File: config.mk
export PLATFORM = sky130hd
export DESIGN_NAME = decode_regfile_stage
export DESIGN_NICKNAME = d
export VERILOG_FILES = /design/src/rtl/core_pkg.sv /design/src/rtl/imm_gen.sv /design/src/rtl/decode_regfile_stage.sv
export SDC_FILE = /design/constraint.sdc
export NUM_CORES = 2
export LEC_CHECK = 0
export ABC_AREA = 0
export BUFFER_PORTS_ARGS = -buffer_cell sky130_fd_sc_hd__buf_4
export CAP_MARGIN = 10
export CORE_UTILIZATION = 50
export CTS_BUF_LIST = sky130_fd_sc_hd__clkbuf_16
export DETAILED_ROUTE_END_ITERATION = 12
export PLACE_DENSITY = 0.71
export SYNTH_ARGS = -nofsm -noshare
export SYNTH_HDL_FRONTEND = slang
export SYNTH_SLANG_ARGS = --single-unit
File: constraint.sdc
create_clock -name clk -period 49.2 [get_ports clk]
set_clock_uncertainty 0.05 [all_clocks]
set_input_delay 9.84 -clock clk [delete_from_list [all_inputs] [get_ports clk]]
set_output_delay 9.84 -clock clk [all_outputs]
set_load 0.01 [all_outputs]
File: src/rtl/core_pkg.sv
// Shared definitions for the single-issue core front end.
// Holds the RV32I base opcodes and the immediate-format enumeration that
// the decode stage and the immediate generator both use.
package core_pkg;

  localparam logic [6:0] OP_R      = 7'b0110011;
  localparam logic [6:0] OP_I      = 7'b0010011;
  localparam logic [6:0] OP_LOAD   = 7'b0000011;
  localparam logic [6:0] OP_STORE  = 7'b0100011;
  localparam logic [6:0] OP_BRANCH = 7'b1100011;
  localparam logic [6:0] OP_JAL    = 7'b1101111;
  localparam logic [6:0] OP_JALR   = 7'b1100111;
  localparam logic [6:0] OP_LUI    = 7'b0110111;
  localparam logic [6:0] OP_AUIPC  = 7'b0010111;
  localparam logic [6:0] OP_SYSTEM = 7'b1110011;

  typedef enum logic [2:0] {
    FMT_R,
    FMT_I,
    FMT_S,
    FMT_B,
    FMT_U,
    FMT_J,
    FMT_BAD
  } fmt_e;

endpackage

File: src/rtl/imm_gen.sv
// Immediate generator: classifies an instruction word by opcode into one of
// the RV32I encoding formats and produces the sign-extended immediate.
// Ports:
//   inst        in   32    instruction word
//   imm         out  XLEN  immediate, sign-extended to XLEN (0 for R and unknown)
//   fmt         out  fmt_e encoding format of inst
//   bad_opcode  out  1     opcode is not an RV32I base opcode
module imm_gen
  import core_pkg::*;
#(
  parameter int XLEN = 32
) (
  input  logic [31:0]     inst,
  output logic [XLEN-1:0] imm,
  output fmt_e            fmt,
  output logic            bad_opcode
);

  logic signed [31:0] imm32;

  // NOTE: combinational processes assign every output a default first so no
  // path leaves a variable unassigned, which would otherwise infer a latch.
  always_comb begin
    fmt = FMT_BAD;
    unique case (inst[6:0])
      OP_R:                               fmt = FMT_R;
      OP_I, OP_LOAD, OP_JALR, OP_SYSTEM:  fmt = FMT_I;
      OP_STORE:                           fmt = FMT_S;
      OP_BRANCH:                          fmt = FMT_B;
      OP_JAL:                             fmt = FMT_J;
      OP_LUI, OP_AUIPC:                   fmt = FMT_U;
      default:                            fmt = FMT_BAD;
    endcase
  end

  always_comb begin
    imm32 = '0;
    case (fmt)
      FMT_I: imm32 = {{20{inst[31]}}, inst[31:20]};
      FMT_S: imm32 = {{20{inst[31]}}, inst[31:25], inst[11:7]};
      FMT_B: imm32 = {{19{inst[31]}}, inst[31], inst[7], inst[30:25], inst[11:8], 1'b0};
      FMT_J: imm32 = {{11{inst[31]}}, inst[31], inst[19:12], inst[20], inst[30:21], 1'b0};
      FMT_U: imm32 = {inst[31:12], 12'b0};
      default: imm32 = '0;
    endcase
  end

  // Signed size cast sign-extends the 32-bit immediate to the datapath width.
  assign imm        = XLEN'(imm32);
  assign bad_opcode = (fmt == FMT_BAD);

endmodule

File: src/rtl/decode_regfile_stage.sv
// Decode / register-file stage of the single-issue core.
// Holds the architectural register file, reads operands for the presented
// instruction (with write-back bypass), decodes the immediate, and registers
// the result into a one-entry ID/EX buffer with valid/ready handshake.
// Ports:
//   clk, rst                     clock, asynchronous active-high reset
//   in_valid/in_ready            fetch-side handshake
//   in_pc, in_inst               presented instruction
//   wb_en, wb_rd, wb_data        write-back port into the register file
//   flush                        drop held and incoming instruction
//   out_valid/out_ready          execute-side handshake
//   out_pc .. out_illegal        buffered decode results
//   dbg_addr, dbg_data           combinational debug read (with bypass)
module decode_regfile_stage
  import core_pkg::*;
#(
  parameter int XLEN  = 32,
  parameter int NREGS = 32
) (
  input  logic            clk,
  input  logic            rst,
  input  logic            in_valid,
  output logic            in_ready,
  input  logic [XLEN-1:0] in_pc,
  input  logic [31:0]     in_inst,
  input  logic            wb_en,
  input  logic [4:0]      wb_rd,
  input  logic [XLEN-1:0] wb_data,
  input  logic            flush,
  output logic            out_valid,
  input  logic            out_ready,
  output logic [XLEN-1:0] out_pc,
  output logic [XLEN-1:0] out_rs1_data,
  output logic [XLEN-1:0] out_rs2_data,
  output logic [XLEN-1:0] out_imm,
  output logic [4:0]      out_rd,
  output logic [6:0]      out_opcode,
  output logic            out_illegal,
  input  logic [4:0]      dbg_addr,
  output logic [XLEN-1:0] dbg_data
);

  localparam int IDXW = $clog2(NREGS);

  function automatic logic in_range(input logic [4:0] idx);
    return int'(idx) < NREGS;
  endfunction

  // ---------------------------------------------------------------------
  // Register file
  // ---------------------------------------------------------------------
  logic [XLEN-1:0] regs_q [NREGS];
  logic [XLEN-1:0] regs_d [NREGS];
  logic            wb_hit;

  assign wb_hit = wb_en && (wb_rd != 5'd0) && in_range(wb_rd);

  always_comb begin
    regs_d = regs_q;
    if (wb_hit) regs_d[wb_rd[IDXW-1:0]] = wb_data;
  end

  // NOTE: the array is reset because software relies on every register
  // reading zero after reset; this forces it into flops rather than RAM.
  always_ff @(posedge clk or posedge rst) begin
    if (rst) regs_q <= '{default: '0};
    else     regs_q <= regs_d;
  end

  // Read with write-back bypass: x0 and nonexistent registers read zero, and a
  // write landing this cycle is visible immediately.
  function automatic logic [XLEN-1:0] read_port(input logic [4:0] idx);
    logic [XLEN-1:0] val;
    val = '0;
    if (idx != 5'd0 && in_range(idx)) begin
      if (wb_hit && wb_rd == idx) val = wb_data;
      else                        val = regs_q[idx[IDXW-1:0]];
    end
    return val;
  endfunction

  // ---------------------------------------------------------------------
  // Decode
  // ---------------------------------------------------------------------
  logic [4:0]      rs1_idx, rs2_idx, rd_idx;
  logic [XLEN-1:0] dec_imm, rs1_rd_data, rs2_rd_data;
  fmt_e            dec_fmt;
  logic            dec_bad_opcode;
  logic            use_rs1, use_rs2, use_rd;
  logic            dec_illegal;

  assign rs1_idx = in_inst[19:15];
  assign rs2_idx = in_inst[24:20];
  assign rd_idx  = in_inst[11:7];

  imm_gen #(.XLEN(XLEN)) u_imm_gen (
    .inst       (in_inst),
    .imm        (dec_imm),
    .fmt        (dec_fmt),
    .bad_opcode (dec_bad_opcode)
  );

  always_comb begin
    rs1_rd_data = read_port(rs1_idx);
    rs2_rd_data = read_port(rs2_idx);
    dbg_data    = read_port(dbg_addr);
  end

  // Only fields the format actually encodes as registers can make an
  // instruction illegal on a reduced register file.
  assign use_rs1 = dec_fmt inside {FMT_R, FMT_I, FMT_S, FMT_B};
  assign use_rs2 = dec_fmt inside {FMT_R, FMT_S, FMT_B};
  assign use_rd  = dec_fmt inside {FMT_R, FMT_I, FMT_U, FMT_J};

  assign dec_illegal = dec_bad_opcode
                     | (use_rs1 & ~in_range(rs1_idx))
                     | (use_rs2 & ~in_range(rs2_idx))
                     | (use_rd  & ~in_range(rd_idx));

  // ---------------------------------------------------------------------
  // ID/EX buffer
  // ---------------------------------------------------------------------
  logic            valid_q, valid_d;
  logic [XLEN-1:0] pc_q, pc_d;
  logic [XLEN-1:0] rs1_data_q, rs1_data_d;
  logic [XLEN-1:0] rs2_data_q, rs2_data_d;
  logic [XLEN-1:0] imm_q, imm_d;
  logic [4:0]      rd_q, rd_d;
  logic [6:0]      opcode_q, opcode_d;
  logic            illegal_q, illegal_d;
  logic [4:0]      rs1_idx_q, rs1_idx_d;
  logic [4:0]      rs2_idx_q, rs2_idx_d;
  logic            accept;

  assign in_ready = ~valid_q | out_ready;
  assign accept   = in_valid & in_ready;

  always_comb begin
    valid_d    = valid_q;
    pc_d       = pc_q;
    rs1_data_d = rs1_data_q;
    rs2_data_d = rs2_data_q;
    imm_d      = imm_q;
    rd_d       = rd_q;
    opcode_d   = opcode_q;
    illegal_d  = illegal_q;
    rs1_idx_d  = rs1_idx_q;
    rs2_idx_d  = rs2_idx_q;

    if (flush) begin
      valid_d = 1'b0;
    end else if (accept) begin
      valid_d    = 1'b1;
      pc_d       = in_pc;
      rs1_data_d = rs1_rd_data;
      rs2_data_d = rs2_rd_data;
      imm_d      = dec_imm;
      rd_d       = rd_idx;
      opcode_d   = in_inst[6:0];
      illegal_d  = dec_illegal;
      rs1_idx_d  = rs1_idx;
      rs2_idx_d  = rs2_idx;
    end else if (valid_q && !out_ready) begin
      // Stalled: keep operands coherent with write-backs that arrive while
      // the entry waits, so execute never sees a stale value.
      if (wb_hit && wb_rd == rs1_idx_q) rs1_data_d = wb_data;
      if (wb_hit && wb_rd == rs2_idx_q) rs2_data_d = wb_data;
    end else begin
      valid_d = 1'b0;
    end
  end

  // NOTE: state registers use non-blocking assignments so every flop samples
  // the pre-edge values, independent of statement order.
  always_ff @(posedge clk or posedge rst) begin
    if (rst) begin
      valid_q    <= 1'b0;
      pc_q       <= '0;
      rs1_data_q <= '0;
      rs2_data_q <= '0;
      imm_q      <= '0;
      rd_q       <= '0;
      opcode_q   <= '0;
      illegal_q  <= 1'b0;
      rs1_idx_q  <= '0;
      rs2_idx_q  <= '0;
    end else begin
      valid_q    <= valid_d;
      pc_q       <= pc_d;
      rs1_data_q <= rs1_data_d;
      rs2_data_q <= rs2_data_d;
      imm_q      <= imm_d;
      rd_q       <= rd_d;
      opcode_q   <= opcode_d;
      illegal_q  <= illegal_d;
      rs1_idx_q  <= rs1_idx_d;
      rs2_idx_q  <= rs2_idx_d;
    end
  end

  assign out_valid    = valid_q;
  assign out_pc       = pc_q;
  assign out_rs1_data = rs1_data_q;
  assign out_rs2_data = rs2_data_q;
  assign out_imm      = imm_q;
  assign out_rd       = rd_q;
  assign out_opcode   = opcode_q;
  assign out_illegal  = illegal_q;

endmodule

==> summary.md <==
| Metric | Value |
|---|---|
| Gr usage total | 35.0% |
| Slew headroom | 15.5% |
| Pint | 2.13 mW |
| Fin. Hold Viols | 0 |
| Switching share of total power | 30.1% |
| Area delta synth->final | 10.7% |
| Async set-or-reset flop fraction in the synthesized netlist | 100% |
| CTS Buf Count | 131 |
| Post-CTS sizing | 0 |
| Synthesized area | 0.0703 mm2 |
| Worst r2r dst | out_rs1_data[15] |
| Final setup fails | 0 |
| Slew at the pin closest to its max-slew limit | 1.27 ns |
| Root Buffer | clkbuf_16 |
| Crit path time final | 24.38 ns |
| Initial Utilization | 50.4% |
| Flops & latches, synth | 1176 |
| Initial antenna violation count | 15 |
| Net Count, Synth | 5104 |
| Largest net degree at the start of global routing | 181 |
| Mean post-synth cell area | 14.1 um2 |
| Warnings from Yosys | 0 |
| Syn Inst Count | 4991 |
| Synth cell types | 68 |
| WP data required | 39.31 ns |
| Seq/Total Area, Yosys | 41.9% |
| H-Tree Depth | 4 |
| Clk_lat worst skew | 0.80 ns |
| Ratio of cells with drive above 1 in the final layout | 47.7% |
| Detailed-route DRC error count | 0 |
| DR WL/cell | 35.7 um |
| Slew Viols, Final | 0 |
| Multi-input logic area | 0.0387 mm2 |
| Die Wd | 377 um |
| Clock Path Buffers | 3 |
| Max frequency | 0.0410 GHz |
| DR iter-0 viols | 6757 |
| Synth area leaders | dfrtp_1 42%, mux4_2 23%, mux2_2 16%, mux2i_1 4.4%, clkbuf_1 1.8% |
| Setup TNS | 0 ns |
| Post-DP HPWL | 140000 um |
| Die area | 0.142 mm2 |
| Drt pass-1 iters | 6 |
| Number of fill cells in the layout | 11181 |
| Crit path capture | dbg_data[27] |
| Nets@finish | 5050 |
| ANT nets after route | 0 |
| Worst Reg-to-Reg Cells | 8 |
| Kind of critical path | input pin to primary output |
| Most common library cells after synthesis | 1176 x dfrtp_1, 1024 x mux2_2, 733 x mux4_2 |
| PwrDens | 39.1 mW/mm2 |
| Hold Path Class | flop to flop |
| Pleak | 33.3 nW |
| Worst-path maximum fanout | 62 |
| Critical R2R Launch | out_valid |
| Final worst path period share | 49.5% |
| Post-synth top area share | 41.9% |
| RSZ-0062 raised after global routing | no |
| Core area | 0.140 mm2 |
| Max-cap check violation count | 0 |
| Final instance area | 0.0778 mm2 |
| Sequential Area | 0.0294 mm2 |
| Arrival time at the worst endpoint | 14.49 ns |
| Crit. End Element | primary output |
| Ports | 287 |
| Cts hold-fix bufs | 0 |
| Flop pwr share | 43.7% |
| Via count | 50793 |
| Row cnt | 137 |
| CTS sink count | 1176 |
| Placed cell areas | 0.0736 mm2 |
| Worst R2R Setup Slack | 45.43 ns |
| Setup bufs post-CTS | 0 |
| Outcome | finished clean |
| Most common cell in the netlist | dfrtp_1 |
| Startpoint types | input pin |
| Grt ovf | 0 |
| Combinational fraction of design power | 24.3% |
| Worst VDD drop | 0.0417 mV |
| Total routed wirelength | 247000 um |
| Post-synth EDFFs | 0 |
| Psw | 0.914 mW |
| Worst Setup SP | dbg_addr[0] |
| Clock power share | 31.9% |
| Routed vias/inst | 7.34 |
| Post-synth top flop | dfrtp_1 |
| Die height | 377 um |
| CTS tree | yes |
| Vias in the first global route | 50619 |
| RD Place Congestion | 0.865 |
| Clock transition at the registers of the reported paths | 0.06 ns |
| First-pass GRT wire length | 360000 um |
| Buffers on Ports | 286 |
| Synth area leader | dfrtp_1 |
placed cells by master, fill, tap and decap left out, types with 46 or more instances in the layout:
cell type and instances:
buf_4 378, o221ai_1 46, mux4_2 733, nor3_1 48
o21ai_0 47, clkbuf_16 136, dfrtp_1 1176, a21oi_1 60
a221o_1 68, nand2_1 240, mux2_2 1024, mux2i_1 312
nor2_1 122, a221oi_1 79
how the worst min path moves through the flow:
stage                  from           end  slack (ns)  depth (start not counted)
6_report       regs_q[1023]  regs_q[1023]        0.36                          0
5_1_grt         regs_q[998]   regs_q[998]        0.38                          0
4_1_cts         regs_q[993]   regs_q[993]        0.37                          0
3_5_place_dp   regs_q[1014]  regs_q[1014]        0.35                          0
3_3_place_gp   regs_q[1002]  regs_q[1002]        0.35                          0
2_1_floorplan  regs_q[1001]  regs_q[1001]        0.41                          1
layout make-up:
cell class	count	share of cell area, %
Clock inverter	96	0.962
Timing Repair Buffer	394	3.98
Multi-Input combinational cell	3220	49.7
Inverter	14	0.0772
Tap cell	1876	3.02
Clock buffer	136	4.38
Antenna cell	5	0.0161
Sequential cell	1176	37.8
registers in the layout, indices dropped and copies added (netlist names), 5 cells and up:
signal,count
out_rs1_data,32
regs_q,1024
rs1_idx_q,5
out_rd,5
out_rs2_data,32
rs2_idx_q,5
out_pc,32
out_imm,32
out_opcode,7
per-layer routing:
metal	share of wire (%)	GRT usage, %	wire length, um
met2	44	51.2	110000
met3	13	11.5	30900
met5	0.064	0	157
met1	36	45.4	89200
met4	6.9	21.0	17000
critical path: stages:
cell	delay, ns
buf_8	0.55
buf_4	0.76
buf_4	0.79
buf_4	0.90
mux4_2	0.60
a22oi_1	0.20
a21oi_1	0.13
o32a_1	0.40
buf_4	0.17
power groups by stage:
stage                     clock [mW]  combinational, mW  sequential, mW
after global routing            1.01              0.782            1.35
after floorplan                    0              0.548            1.28
final                          0.970              0.740            1.33
after global placement             0              0.714            1.32
after detailed placement           0              0.731            1.33
after CTS                      0.978              0.734            1.32
kinds of logic (layout without fill, tap and decap cells):
group / Yosys count / after routing / synth area share (%)
mux: 2078 / 2078 / 44.5
flops: 1176 / 1176 / 41.9
compound gates: 532 / 532 / 5.99
fa+ha+maj: 1 / 1 / 0.0178
buf+inv: 595 / 640 / 3.53
xor+xnor: 25 / 25 / 0.312
simple gates: 584 / 584 / 3.77
other cells: 0 / 5 / 0
metrics by stage:
stage                     worst slack, ns  total power [mW]  cells  hold slack (ns)  util (%)
final                               24.82              3.04   6917            0.364      55.7
after global routing                24.51              3.15   6915            0.382      55.7
after CTS                           24.81              3.03   6912            0.368      55.7
after detailed placement            24.82              2.06   6680            0.353      52.8
after global placement              24.84              2.04   6679            0.347      52.8
after floorplan                      6.18              1.82   4991            0.408         -
(Power assumes the default switching activity.)
